File: src/rtl/speck_pkg.sv
// speck_pkg
// Shared definitions for the iterative SPECK encryption core:
//   - state_t      : controller states (IDLE, RUN, DONE)
//   - rol / ror    : width-parametrised rotations on a 64-bit carrier
//   - default_alpha / default_beta : rotation constants chosen by word width
package speck_pkg;

    typedef enum logic [1:0] {
        IDLE = 2'd0,
        RUN  = 2'd1,
        DONE = 2'd2
    } state_t;

    // Rotation constants: the 16-bit variant uses 7/2, wider words use 8/3.
    localparam int ALPHA_NARROW = 7;
    localparam int BETA_NARROW  = 2;
    localparam int ALPHA_WIDE   = 8;
    localparam int BETA_WIDE    = 3;

    // Widest word the rotation helpers can carry.
    localparam int ROT_W_MAX = 64;

    function automatic int default_alpha(input int w);
        return (w > 16) ? ALPHA_WIDE : ALPHA_NARROW;
    endfunction

    function automatic int default_beta(input int w);
        return (w > 16) ? BETA_WIDE : BETA_NARROW;
    endfunction

    // All-ones in the low w bits.
    function automatic logic [ROT_W_MAX-1:0] width_mask(input int w);
        return {ROT_W_MAX{1'b1}} >> (ROT_W_MAX - w);
    endfunction

    // Rotate the low w bits of v left by amt; bits above w come back as zero.
    function automatic logic [ROT_W_MAX-1:0] rol(input logic [ROT_W_MAX-1:0] v,
                                                 input int amt, input int w);
        logic [ROT_W_MAX-1:0] vm;
        int                   sh;
        vm = v & width_mask(w);
        sh = amt % w;
        if (sh == 0) begin
            return vm;
        end
        return ((vm << sh) | (vm >> (w - sh))) & width_mask(w);
    endfunction

    // Right rotation expressed as the complementary left rotation.
    function automatic logic [ROT_W_MAX-1:0] ror(input logic [ROT_W_MAX-1:0] v,
                                                 input int amt, input int w);
        return rol(v, w - (amt % w), w);
    endfunction

endpackage

File: src/rtl/speck_iter_core_round.sv
// speck_round
// Combinational SPECK round R(a, b, c):
//   a_next = (ROR(a, ALPHA) + b) ^ c
//   b_next = ROL(b, BETA) ^ a_next
// Used both for the data path (x, y, k_i) and the key schedule (l_i, k_i, i).
// Ports:
//   a, b, c  : round inputs, WORD_W bits each
//   a_next   : new a word
//   b_next   : new b word
module speck_round
    import speck_pkg::*;
#(
    parameter int WORD_W = 16,
    parameter int ALPHA  = 7,
    parameter int BETA   = 2
) (
    input  logic [WORD_W-1:0] a,
    input  logic [WORD_W-1:0] b,
    input  logic [WORD_W-1:0] c,
    output logic [WORD_W-1:0] a_next,
    output logic [WORD_W-1:0] b_next
);

    logic [WORD_W-1:0] a_ror;
    logic [WORD_W-1:0] b_rol;

    assign a_ror  = WORD_W'(ror(ROT_W_MAX'(a), ALPHA, WORD_W));
    assign b_rol  = WORD_W'(rol(ROT_W_MAX'(b), BETA, WORD_W));

    // Addition wraps mod 2^WORD_W by virtue of the result width.
    assign a_next = (a_ror + b) ^ c;
    assign b_next = b_rol ^ a_next;

endmodule

File: src/rtl/speck_iter_core.sv
// speck_iter_core
// Iterative SPECK encryption: one round per clock with the key schedule
// expanded on the fly alongside the data path.
// Ports:
//   clk, rst_n           : clock (rising edge), asynchronous active-low reset
//   in_valid / in_ready  : input handshake; in_ready is high only while idle
//   in_block             : plaintext, x = upper word, y = lower word
//   in_key               : key, lowest word = k0, then l0, l1, ...
//   out_valid / out_ready: output handshake; out_block held while waiting
//   out_block            : ciphertext, same packing as in_block
//   dbg_key              : round key register (key used by the current round)
module speck_iter_core
    import speck_pkg::*;
#(
    parameter int WORD_W    = 16,
    parameter int KEY_WORDS = 4,
    parameter int ROUNDS    = 22,
    parameter int ALPHA     = default_alpha(WORD_W),
    parameter int BETA      = default_beta(WORD_W)
) (
    input  logic                        clk,
    input  logic                        rst_n,
    input  logic                        in_valid,
    output logic                        in_ready,
    input  logic [2*WORD_W-1:0]         in_block,
    input  logic [KEY_WORDS*WORD_W-1:0] in_key,
    output logic                        out_valid,
    input  logic                        out_ready,
    output logic [2*WORD_W-1:0]         out_block,
    output logic [WORD_W-1:0]           dbg_key
);

    localparam int RW = (ROUNDS > 1) ? $clog2(ROUNDS) : 1;
    localparam int LW = KEY_WORDS - 1;   // depth of the l shift register
    localparam logic [RW-1:0] LAST_ROUND = RW'(ROUNDS - 1);

    state_t state_reg, state_next;

    logic [WORD_W-1:0]          x_reg, y_reg, k_reg;
    logic [LW-1:0][WORD_W-1:0]  l_reg, l_next;   // index 0 is the head
    logic [RW-1:0]              round_reg;

    logic [WORD_W-1:0] x_rnd, y_rnd, l_rnd, k_rnd, round_word;
    logic              accept, advance, last_round;

    assign accept     = (state_reg == IDLE) && in_valid;
    assign advance    = (state_reg == RUN);
    assign last_round = (round_reg == LAST_ROUND);
    assign round_word = WORD_W'(round_reg);

    speck_round #(.WORD_W(WORD_W), .ALPHA(ALPHA), .BETA(BETA)) u_data_round (
        .a      (x_reg),
        .b      (y_reg),
        .c      (k_reg),
        .a_next (x_rnd),
        .b_next (y_rnd)
    );

    speck_round #(.WORD_W(WORD_W), .ALPHA(ALPHA), .BETA(BETA)) u_key_round (
        .a      (l_reg[0]),
        .b      (k_reg),
        .c      (round_word),
        .a_next (l_rnd),
        .b_next (k_rnd)
    );

    // Controller: outputs depend on state only, so neither handshake input
    // has a combinational path to any output.
    always_comb begin
        state_next = state_reg;
        in_ready   = 1'b0;
        out_valid  = 1'b0;
        case (state_reg)
            IDLE: begin
                in_ready = 1'b1;
                if (in_valid) state_next = RUN;
            end
            RUN: begin
                if (last_round) state_next = DONE;
            end
            DONE: begin
                out_valid = 1'b1;
                if (out_ready) state_next = IDLE;
            end
            default: state_next = IDLE;
        endcase
    end

    always_ff @(posedge clk or negedge rst_n) begin
        if (!rst_n) begin
            state_reg <= IDLE;
        end else begin
            state_reg <= state_next;
        end
    end

    // l shift register: load from the key on accept, otherwise pop the head
    // and push the freshly expanded word at the tail each round.
    for (genvar gi = 0; gi < LW; gi++) begin : g_l
        logic [WORD_W-1:0] shift_in;
        if (gi == LW - 1) begin : g_tail
            assign shift_in = l_rnd;
        end else begin : g_body
            assign shift_in = l_reg[gi+1];
        end
        assign l_next[gi] = accept  ? in_key[(gi+1)*WORD_W +: WORD_W] :
                            advance ? shift_in : l_reg[gi];
    end

    always_ff @(posedge clk or negedge rst_n) begin
        if (!rst_n) begin
            l_reg <= '0;
        end else begin
            l_reg <= l_next;
        end
    end

    always_ff @(posedge clk or negedge rst_n) begin
        if (!rst_n) begin
            x_reg     <= '0;
            y_reg     <= '0;
            k_reg     <= '0;
            round_reg <= '0;
        end else if (accept) begin
            x_reg     <= in_block[2*WORD_W-1:WORD_W];
            y_reg     <= in_block[WORD_W-1:0];
            k_reg     <= in_key[WORD_W-1:0];
            round_reg <= '0;
        end else if (advance) begin
            x_reg     <= x_rnd;
            y_reg     <= y_rnd;
            k_reg     <= k_rnd;
            round_reg <= round_reg + 1'b1;
        end
    end

    assign out_block = {x_reg, y_reg};
    assign dbg_key   = k_reg;

endmodule
File: config.mk
export PLATFORM = sky130hd
export DESIGN_NAME = speck_iter_core
export DESIGN_NICKNAME = d
export VERILOG_FILES = /design/src/rtl/speck_pkg.sv /design/src/rtl/speck_iter_core_round.sv /design/src/rtl/speck_iter_core.sv
export SDC_FILE = /design/constraint.sdc
export NUM_CORES = 1
export LEC_CHECK = 0
export ABC_AREA = 1
export CAP_MARGIN = 25
export CELL_PAD_IN_SITES_DETAIL_PLACEMENT = 0
export CELL_PAD_IN_SITES_GLOBAL_PLACEMENT = 1
export CORE_MARGIN = 2
export CORE_UTILIZATION = 30
export CTS_CLUSTER_DIAMETER = 50
export DETAILED_ROUTE_END_ITERATION = 10
export PLACE_DENSITY_LB_ADDON = 0.1
export SLEW_MARGIN = 10
export SYNTH_ARGS = -nofsm -noshare
export SYNTH_HDL_FRONTEND = slang
export SYNTH_SLANG_ARGS = --single-unit
File: constraint.sdc
create_clock -name clk -period 2.5 [get_ports clk]
set_input_delay 0.5 -clock clk [delete_from_list [all_inputs] [get_ports clk]]
set_output_delay 0.5 -clock clk [all_outputs]
set_load 0.01 [all_outputs]
==> metrics.txt <==
YS warnings=0; Final ANT Viol Nets=0; Fin Setup TNS=0 ns; post-DP HPWL=19900 um; number of remaining DRC errors=0; Post-synth top cells=nand2_1, inv_1, dfrtp_1; Area contributors post-synth=dfrtp_1, nand2_1, inv_1; Slew HR=64.2%; synth-to-layout area growth=32.9%; worst min-delay path class=input port to asynchronous set/reset pin; Crit path buffers/inverters=2; Largest register FFs=32; Synth Register Bits=103; share of layout cells above drive strength 1=4.78%; pre-CTS setup slack=0.361 ns; Final GP Congestion=0.825; Layout fillers=2457; WL final=25500 um; Seq/Total Area, Yosys=37.0%; top cell type by total area after synthesis=dfrtp_1; final worst slack=0.334 ns; CP Launch Type=flop; port bufs=149; largest net degree at the start of global routing=56; placed standard-cell area=0.00898 mm^2; # Max-Cap Violations=0; vias in the first global route=6674; vias post-DR=6665; final instance area=0.00927 mm^2; WHS=0.111 ns; most frequent cell after synthesis=nand2_1; CP required=2.76 ns; Post-synth ARST share=100%; critical path type=flop to flop; Most common cell on crit path=nand2_1; Post-CTS Setup Bufs=0; Distinct cells, synth=33; CP Capture Type=flop; synthesized area=0.00697 mm^2; I/O pins=150; Worst-path clk slew=0.08 ns; CP delay by family, top=simple AND/OR/NAND/NOR gates; clk buf depth=2; final worst path period need=2.17 ns; clk root buf=clkbuf_16; grt total ovfl=0; EDFF count, synth=0; Synth Instances=986; number of vias per cell=4.64; endpoints failing setup=0; RSZ-0062 raised after global routing=no; TritonCTS clock tree=yes; fmax=462 MHz; WL per Instance=17.8 um; Worst-Margin Slew=0.537 ns; antenna violations before repair=0; CP cell instances=inv_1 > fa_1 > inv_1 > nand3_1 > nand3_1 > nand2_1 > nand2_1 > xor2_1 > nand2_1 > nand3_1 > nand2_1; Post-synth top flop=dfrtp_1; CTS Sinks=103; Initial Util=30.7%; status=complete, no violations; Avg Cell Area, Syn=7.07 um^2; clk_lat worst skew=0.37 ns; Final Hold Vio Count=0; slowest CP cell=fa_1; DR iter-0 viols=403; critical-path maximum fanout=5; Die W=156 um; global-route wire length before repair=39600 um; post-CTS sizing=0; Antenna Cells=0; Synth top area share=37.0%; die area=0.0245 mm^2; drt first pass iters=8; Tot GR Track Use=21.6%; Final Net Count=1281; core box area=0.0227 mm^2; die height=156 um; syn nets=1120; Rows=55; Slew Viols, Final=0; CP Data Arrival Time=2.43 ns; TritonCTS Buffers=9; Final Cycle Share=86.6%; CTS hold repair buffers=0; slowest stage delay, CP=0.48 ns; # H-tree levels=3; Post-Route Skew=0.0113 ns
path summary, 6_finish.rpt:
check,slack (ns),to,from,cells after the start
worst max-delay path,0.33,dbg_key[8],dbg_key[1],11
worst min-delay path,0.11,l_reg[2],rst_n,1
worst max register to register,0.33,dbg_key[8],dbg_key[1],11
worst min register to register,0.50,g_l[1].shift_in[2],g_l[1].shift_in[2],2
max in group asynchronous,1.79,x_reg[9],rst_n,2
min in group clk,0.50,g_l[1].shift_in[2],g_l[1].shift_in[2],2
cell usage in the layout, fill, tap and decap left out, types with 4 or more instances in the layout:
master             n
nand2_1          377
buf_4             26
inv_1            159
nand3_1           85
a22oi_1            6
o211ai_1          45
ha_1              32
clkbuf_16          9
o21bai_1           4
o21ai_1           13
clkdlybuf4s50_1  148
nor2_1            21
xnor2_1           17
a21oi_1           15
nand4_1            6
xor2_1            26
o21ai_0            7
o221ai_1          14
nor3_1             6
buf_12             6
dfrtp_1          103
final cells by class:
type / instances / area (um^2) / share of cell area [%]
sequential: 103 / 2580 / 27.8
clock buffer: 9 / 225 / 2.43
tap: 285 / 357 / 3.85
multi-input combinational: 691 / 3640 / 39.3
timing repair buffer: 180 / 1800 / 19.4
clock inverter: 6 / 62.6 / 0.675
inverter: 162 / 608 / 6.56
layer usage:
layer  wire length, um  global-route usage [%]
met4               274                    4.06
met1             13200                    32.2
met3               980                    3.60
met5                 0                       0
met2             11100                    32.8
worst reg2reg max path: cells and delay by family, from the launching register on:
kind / cells / cell delay [ns]
XOR/XNOR: 1 / 0.24
buffers and inverters: 2 / 0.23
adder cells (fa/ha/maj): 1 / 0.48
flip-flops: 1 / 0.47
AND/OR/NAND/NOR: 7 / 0.64
cells by family (layout without fill, tap and decap cells):
family | count (synthesis) | in the layout | share of synthesized area, %
fa+ha+maj | 34 | 34 | 6.32
buf+inv | 192 | 357 | 10.9
flops | 103 | 103 | 37.0
simple gates | 503 | 503 | 29.4
xor+xnor | 43 | 43 | 5.40
compound gates | 111 | 111 | 11.0
through the flow:
step	instances	util (%)
after floorplan	986	-
after global placement	1421	39.5
after detailed placement	1421	39.5
after CTS	1436	40.8
after global routing	1436	40.8
final	1436	40.8
Power is left out: the tool's default activity adds up to more than one toggle a clock period on the data nets, which glitch-free logic cannot reach.
==> RTL change, RTL diff (config.mk and constraints unchanged) <==
Encoding of `state_t`: now one-hot (3 bits for 3 states).
--- a/src/rtl/speck_pkg.sv
+++ b/src/rtl/speck_pkg.sv
@@ -5,10 +5,10 @@
 //   - default_alpha / default_beta : rotation constants chosen by word width
 package speck_pkg;
 
-    typedef enum logic [1:0] {
-        IDLE = 2'd0,
-        RUN  = 2'd1,
-        DONE = 2'd2
+    typedef enum logic [2:0] {
+        IDLE = 3'b001,
+        RUN  = 3'b010,
+        DONE = 3'b100
     } state_t;
 
     // Rotation constants: the 16-bit variant uses 7/2, wider words use 8/3.
Function: same outputs for any inputs over 4 cycles, from zero or initial values and one cycle with rst_n low; so few cycles prove little.
==> RTL change against the original RTL <==
  * Core utilization grew 0.12 points
  * Largest cell class unchanged
  * Non-clock buffer count is 7 lower
  * Synthesized cell count grew 1.5%
  * First-iteration DRC count down 9.4%
  * Area after synthesis grew 0.63%
  * Highest routed layer unchanged
  * Sequential cell count rose by 1
  * Cell area increased by 0.59%
  * Wire length decreased by 1.0%
  * Via count rose by 2.6%
  * Worst setup slack got worse by 190 ps
==> RTL change: results (changes against the original RTL) <==
DR WL/cell=17.2 um (was 17.8 um); Final Skew=10.3 ps (was 11.3 ps); Final Wtd Congestion=0.858 (was 0.825); library cells used by synthesis=30 (was 33); WL met3=1130 um (was 980 um); status=completed (unchanged); DP Area=9000 um2 (was 8980 um2); pre-CTS WS=162 ps (was 361 ps); worst reg2reg path startpoint=dbg_key[0] (was dbg_key[1]); cell family with most CP delay=buffers and inverters (was simple AND/OR/NAND/NOR gates); First-pass DRT Iterations=5 (was 8); vias in the first global route=6804 (was 6674); Synth Area in Compound Gates=10.7% (was 11.0%); post-synthesis xor/xnor area fraction=5.12% (was 5.40%); M1 WL=13100 um (was 13200 um); Synth Net Count=1135 (was 1120); share of cells above drive strength 1=4.57% (was 4.78%); DR WL met2=10800 um (was 11100 um); CP Data Arrival Time=1850 ps (was 2430 ps); Avg Synthesized Cell Area=7.01 um2 (was 7.07 um2); setup slack, reg-to-reg=190 ps (was 330 ps); GR Layer Usage met2=32.1% (was 32.8%); Crit path largest cell delay=610 ps (was 480 ps); pin count of the biggest net entering global routing=53 (was 56); commonest cells in the synthesized netlist=384 x nand2_1, 162 x inv_1, 103 x dfrtp_1 (was 377 x nand2_1, 159 x inv_1, 103 x dfrtp_1)
-- RTL change: worst register-to-register path, cell delays in order, from the launching register on --
cell and delay [ps]:
dfrtp_1 530, ha_1 240, inv_1 60, fa_1 400, inv_1 90, nand3_1 60
nand3_1 160, nand2_1 70, nand2_1 100, xor2_2 250, nand2_1 80, nand3_1 100
nand2_1 50
-- RTL change: cell type report --
class                   count  area (um2)  share of cell area, %
flip-flops and latches    104        2600                   27.9
clock inverters             6        72.6                  0.779
multi-input cells         701        3660                   39.3
well taps                 313         392                   4.20
clock buffers              10         239                   2.56
inverters                 166         623                   6.68
repair buffers            173        1730                   18.6
-- RTL change: worst min path at each step --
stage | startpoint | end | slack (ps)
final | rst_n | dbg_key[11] | 70
after global routing | rst_n | dbg_key[11] | 100
after CTS | rst_n | dbg_key[11] | 80
after detailed placement | rst_n | dbg_key[11] | 470
after global placement | rst_n | dbg_key[11] | 460
after floorplan | rst_n | dbg_key[0] | 200
